[config.mk]
export PLATFORM = sky130hd
export DESIGN_NAME = kofn_vote_filter
export DESIGN_NICKNAME = d
export VERILOG_FILES = /design/src/rtl/kofn_vote_filter.sv
export SDC_FILE = /design/constraint.sdc
export NUM_CORES = 1
export LEC_CHECK = 0
export BUFFER_PORTS_ARGS = -buffer_cell sky130_fd_sc_hd__buf_2
export CELL_PAD_IN_SITES_DETAIL_PLACEMENT = 0
export CELL_PAD_IN_SITES_GLOBAL_PLACEMENT = 1
export CORE_ASPECT_RATIO = 1.1
export CORE_UTILIZATION = 40
export DETAILED_ROUTE_END_ITERATION = 10
export GPL_ROUTABILITY_DRIVEN = 0
export HOLD_SLACK_MARGIN = 0.02
export PLACE_DENSITY = 0.71
export SYNTH_ARGS = -nofsm -noshare
export SYNTH_HDL_FRONTEND = slang
export SYNTH_SLANG_ARGS = --single-unit
export TNS_END_PERCENT = 10
[constraint.sdc]
create_clock -name clk -period 1.8 [get_ports clk]
set_input_delay 0.27 -clock clk [delete_from_list [all_inputs] [get_ports clk]]
set_output_delay 0.27 -clock clk [all_outputs]
set_load 0.02 [all_outputs]
[src/rtl/kofn_vote_filter.sv]
// Registered k-of-N voter with a persistence (debounce) filter on the voted output and
// saturating per-channel disagreement counters. Masked channels neither vote nor count.
module kofn_vote_filter #(
  parameter int unsigned N       = 3,
  parameter int unsigned THRESH  = 2,
  parameter int unsigned PERSIST = 4,
  parameter int unsigned ERR_W   = 8
) (
  input  logic                 clk,
  input  logic                 rst,
  input  logic                 en,
  input  logic [N-1:0]         din,
  input  logic [N-1:0]         mask,
  input  logic                 clr_err,
  output logic                 vote,
  output logic                 y,
  output logic                 y_valid,
  output logic [N-1:0]         dis,
  output logic [N*ERR_W-1:0]   err_cnt
);

  localparam int unsigned CNT_W = $clog2(N + 1);
  localparam int unsigned PC_W  = $clog2(PERSIST) + 1;

  localparam logic [CNT_W-1:0] THRESH_C = CNT_W'(THRESH);
  localparam logic [PC_W-1:0]  PC_LAST  = PC_W'(PERSIST - 1);
  localparam logic [PC_W-1:0]  VC_MAX   = PC_W'(PERSIST);
  localparam logic [ERR_W-1:0] ERR_MAX  = '1;

  // Stage 1 state
  logic [N-1:0]       din_q, mask_q;
  logic               vote_q, vote_d;
  logic [N-1:0]       active;
  logic [CNT_W-1:0]   cnt1;

  // Stage 2 state
  logic               y_q, y_d;
  logic [PC_W-1:0]    pc_q, pc_d;
  logic [PC_W-1:0]    vc_q, vc_d;

  // Error tracking
  logic [N-1:0]       dis_q, dis_d;
  logic [N*ERR_W-1:0] err_q, err_d;

  assign active = din & ~mask;

  always_comb begin
    cnt1 = '0;
    for (int i = 0; i < N; i++) begin
      cnt1 = cnt1 + CNT_W'(active[i]);
    end
  end

  // A fully masked input set never votes 1, even for degenerate thresholds.
  assign vote_d = (mask != '1) && (cnt1 >= THRESH_C);

  always_comb begin
    y_d  = y_q;
    pc_d = pc_q;
    if (vote_q == y_q) begin
      pc_d = '0;
    end else if (pc_q == PC_LAST) begin
      y_d  = vote_q;
      pc_d = '0;
    end else begin
      pc_d = pc_q + 1'b1;
    end
  end

  assign vc_d = (vc_q == VC_MAX) ? vc_q : vc_q + 1'b1;

  // dis is taken from the stage-1 snapshot so it lines up with the vote that snapshot made.
  assign dis_d = ~mask_q & (din_q ^ {N{vote_q}});

  always_comb begin
    err_d = err_q;
    for (int i = 0; i < N; i++) begin
      if (clr_err) begin
        err_d[i*ERR_W +: ERR_W] = '0;
      end else if (en && dis_q[i] && (err_q[i*ERR_W +: ERR_W] != ERR_MAX)) begin
        err_d[i*ERR_W +: ERR_W] = err_q[i*ERR_W +: ERR_W] + 1'b1;
      end
    end
  end

  always_ff @(posedge clk or posedge rst) begin
    if (rst) begin
      din_q  <= '0;
      mask_q <= '0;
      vote_q <= 1'b0;
      y_q    <= 1'b0;
      pc_q   <= '0;
      vc_q   <= '0;
      dis_q  <= '0;
    end else if (en) begin
      din_q  <= din;
      mask_q <= mask;
      vote_q <= vote_d;
      y_q    <= y_d;
      pc_q   <= pc_d;
      vc_q   <= vc_d;
      dis_q  <= dis_d;
    end
  end

  // Separate process: clr_err must act even while en is low.
  always_ff @(posedge clk or posedge rst) begin
    if (rst) begin
      err_q <= '0;
    end else begin
      err_q <= err_d;
    end
  end

  assign vote    = vote_q;
  assign y       = y_q;
  assign y_valid = (vc_q == VC_MAX);
  assign dis     = dis_q;
  assign err_cnt = err_q;

endmodule

---- Yosys cells after proc, flatten, opt, wreduce, memory -nomap -nowiden ----
Index checks and enable logic that the tools add are counted.
word-level totals
  input port bits ......................... 10
  logic and storage cells ................. 52
  flip-flop bits (word level) ............. 41
  output and inout bits ................... 30
cells by class
  add/sub/neg operators ................... 7
  reductions and logical operators ........ 12
  equal/unequal tests ..................... 7
  muxes and demuxes ....................... 8
  $lt $le $gt $ge ......................... 1
  bitwise logic cells ..................... 7
operators with widths
  operator             count
  $mux 8               6
  $add 8x1->8 const B  3
  $ne 8x8->1 const B   3
  $logic_and 1x1->1    7
  $add 3x1->3 const B  2
  $and 3x3->3          2
  $mux 3               2
  $not 3->3            2
  $reduce_bool 2->1    3
  $eq 3x2->1 const B   1
  $eq 3x3->1 const B   1
  $ne 3x3->1 const B   1
  $reduce_and 3->1     1
  $xor 3x3->3          1
  $add 1x1->2          1
  $add 2x1->2          1
  $ge 2x2->1 const B   1
  $not 1->1            2
  $reduce_and 2->1     1
  $eq 1x1->1           1

---- Logic depth before layout (Yosys ltp) ----
  depth in word-level cells ............... 6
  depth in mapped cells ................... 6

---- Worst setup path before layout ----
Ideal clock, no wire load.
  kind .................................... register to register
  from .................................... register err_q[0] (netlist: err_cnt[0])
  to ...................................... register err_q[7] (netlist: err_cnt[7])
  data required time ...................... 1.722 ns
  setup slack ............................. 0.075 ns
  library setup time ...................... 0.078 ns
  stages on the path, launching flop included .. 6
  arrival time ............................ 1.647 ns
  path buffers ............................ 0
  cell sequence ........................... dfrtp_1 -> ha_1 -> nand3_1 -> o211ai_2 -> or4_1 -> a21oi_1
on the way
  word-level cells in the longest chain between the ends .. 3
  elaborated cells on any way between the ends .. 6
  classes of those cells .................. 1 x add/sub; 1 x eq/ne; 2 x mux; 2 x reduce/logical
RTL lines
  item                                                line    source
  start, declared                                     43      logic [N*ERR_W-1:0] err_q, err_d;
  start signal, assigned                              111     err_q <= err_d;
  $add 8x1->8 / $ne 8x8->1 (equally long branches)    81, 80
  $mux 8 / $logic_and 1x1->1 (equally long branches)  80      end else if (en && dis_q[i] && (err_q[i*ERR_W +: ERR_W] != ERR_MAX)) begin
  $mux 8 / $reduce_bool 2->1 (equally long branches)  --
Parallel ways exist; a longest one is shown, timed or not. The select of a mux whose other input is x is not followed.
A chain may end at the register's enable or synchronous reset.

---- Worst setup path after layout ----
  from .................................... register err_q[17] (netlist: err_cnt[17])
  to ...................................... register err_q[21] (netlist: err_cnt[21])
The elaborated chain is that of the path after synthesis.

==> metrics.yaml <==
status: "complete, but fails checks"
violations: "design-rule violations"
clock_skew_ps: 1.70
clk_latency_ps: 290
antenna_left: 0
grt_max_degree: 42
yosysWarningCount: 0
worst_setup_path_end_kind: "flop"
dr.first_iter.drc_count: 104
r2r_cells: 4
io_pins: 40
grt_pass1_vias: 1483
initial_core_util_pct: 41.4
gr-usage-all-layers_pct: 16.4
fin_crit_ps: 1700
drv_cap: 0
drcViolationCount: 4
num_rows: 27
synth_top_area_share_pct: 49.5
crit_slowest_cell: "or4_1"
cp_num_buf_inv: 0
port_buffers: 39
final_cell_mix: "41 x dfrtp_1, 39 x buf_2, 15 x nor2_1"
antenna_cells: 0
hp-class: "in -> async"
fmax_mhz: 588
yosysUniqueCellTypes: 36
worstSetupPathType: "reg -> reg"
first_pass_iters: 9
critPathLaunchType: "flop"
arrival_ps: 1920
irDropWorstVdd_v: 0.000505
cts_tree: "built"
clkTransAtPathRegs_ps: 70
slew_violations: 0
grt-ovfl-total: 0
synth.area.top_cells: "dfrtp_1 50%, mux2_2 6.5%, ha_1 4.2%, or4_1 3.3%, a21oi_1 2.9%"
synthToLayoutAreaGrowth_pct: 19.8
hold_violations: 0
setup_viol: 0
slowest_delay_ps: 490
core_um2: 5000
synthesis.nets: 212
cts_hold_buf: 0
syn_avg_cell_area_um2: 10.6
postSynthCellCount: 195
final_common_cell: "dfrtp_1"
cp.required_ps: 2020
cp_top_family: "simple AND/OR/NAND/NOR gates"
post-route-period-util_pct: 94.5
layout.nets: 262
yosys.area.top_type: "dfrtp_1"
die_height_um: 77.5
synth-edff-count: 0
clockRootBuffer: "clkbuf_8"
r2r_end: "err_cnt[21]"
fin_ws_ps: 98.8
p_total_mw: 2.05
dp_hpwl_um: 2860
worst_pin_slew_ps: 516
p_leak_nw: 1.19
seq_area_frac_synth_pct: 49.5
die-area_um2: 5470
design_area_um2: 2480
rrSetupSlack_ps: 100
critPathMaxFanout: 11
drive_gt1_share_pct: 30.6
clockBufferDepth: 2
clock-sinks: 41
syn_area_um2: 2070
vias_per_cell: 5.30
r2r_start: "err_cnt[17]"
htreeDepth: 2
rsz0062_at_grt: "no"
routed_wl_um: 4080
powerDensity_nw_per_um2: 828
placed_area_um2: 2390
antenna_found_initial: 0
vias: 1605
synth-async-reset-ratio_pct: 100
wl_per_cell_um: 13.4
cts_made_buffers: 5
synthFlopType: "dfrtp_1"
pre_cts_slack_ps: 105
path_cells: "ha_1 -> a41o_1 -> or4_1 -> a21oi_1"
fin_tns_setup_ps: 0
grt_pass1_wl_um: 7020
slew_headroom_pct: 65.6
ys_ff_latch: 41
die_w_um: 70.6
[cell families (layout without fill, tap and decap cells)]
group | count (synthesis) | count (layout) | synth area share [%]
AOI/OAI and AO/OA | 42 | 42 | 13.9
xor gates and xnor gates | 10 | 10 | 4.23
adders and majority gates | 7 | 7 | 4.23
buffers and inverters | 14 | 64 | 2.96
DFF | 41 | 41 | 49.5
muxes | 15 | 15 | 7.98
and+or+nand+nor | 66 | 66 | 17.2
[through the flow]
stage / hold WS (ps) / utilization (%) / cells
final: 96.2 / 49.6 / 303
after CTS: 117 / 49.4 / 303
after detailed placement: 438 / 47.7 / 296
after global routing: 150 / 49.6 / 303
after floorplan: 422 / - / 195
after global placement: 433 / 47.7 / 296
[worst max-delay path by stage]
stage,slack (ps),cells after the start,from,endpoint
after floorplan,80,5,err_cnt[0],err_cnt[7]
after global placement,140,4,err_cnt[17],err_cnt[21]
after detailed placement,100,5,err_cnt[0],err_cnt[5]
after CTS,90,4,err_cnt[17],err_cnt[21]
after global routing,10,5,err_cnt[0],err_cnt[5]
final,100,4,err_cnt[17],err_cnt[21]
[worst min-delay path, stage by stage]
cell and delay [ps]:
buf_2 100, inv_1 40, buf_4 430
[power by group]
part           leakage, nW  internal, mW  switching, mW
clock network       0.0443         0.304          0.299
logic                0.600         0.174          0.221
registers            0.546         0.997         0.0597
total                 1.19          1.47          0.580
[cell type report]
type,instances,area (um^2)
Timing Repair Buffer,50,278
Sequential cell,41,1030
Tap cell,58,72.6
Fill cell,481,2520
Clock buffer,7,86.3
Inverter,7,26.3
Multi-Input combinational cell,140,992
[Yosys cell counts (all sizes together) (2+ instances only)]
| cell type | number |
|---|---|
| a31oi | 3 |
| o21ba | 2 |
| mux2i | 3 |
| nor2b | 6 |
| xnor2 | 5 |
| nand2 | 11 |
| a21oi | 12 |
| nand3 | 12 |
| nand4 | 4 |
| inv | 7 |
| xor2 | 5 |
| ha | 7 |
| or3 | 4 |
| o21a | 3 |
| o21ai | 8 |
| mux2 | 12 |
| nor2 | 15 |
| nor3 | 2 |
| buf | 2 |
| clkbuf | 5 |
| o31ai | 6 |
| dfrtp | 41 |
| or4 | 9 |
| o2111ai | 2 |
[repair_timing]
item	CTS	global route
endpoints found under the hold margin	0	0
buffers inserted	0	0
endpoints found under the setup margin	0	2
gates resized for setup	0	1
[per-layer routing]
metal,vias to the layer above,GRT usage [%],part of all wire (%)
met5,-,0,0
met4,0,5.40,1.3
met3,5,5.19,5.0
met2,34,24.8,44
met1,758,22.2,49
li1,808,-,-
[sequential cells by signal, indices dropped and copies added, names as in the netlist]
signal	cells
din_q	3
dis	3
err_cnt	24
mask_q	3
pc_q	3
vc_q	3
vote	1
y	1
Power figures use the tool's default switching activity.
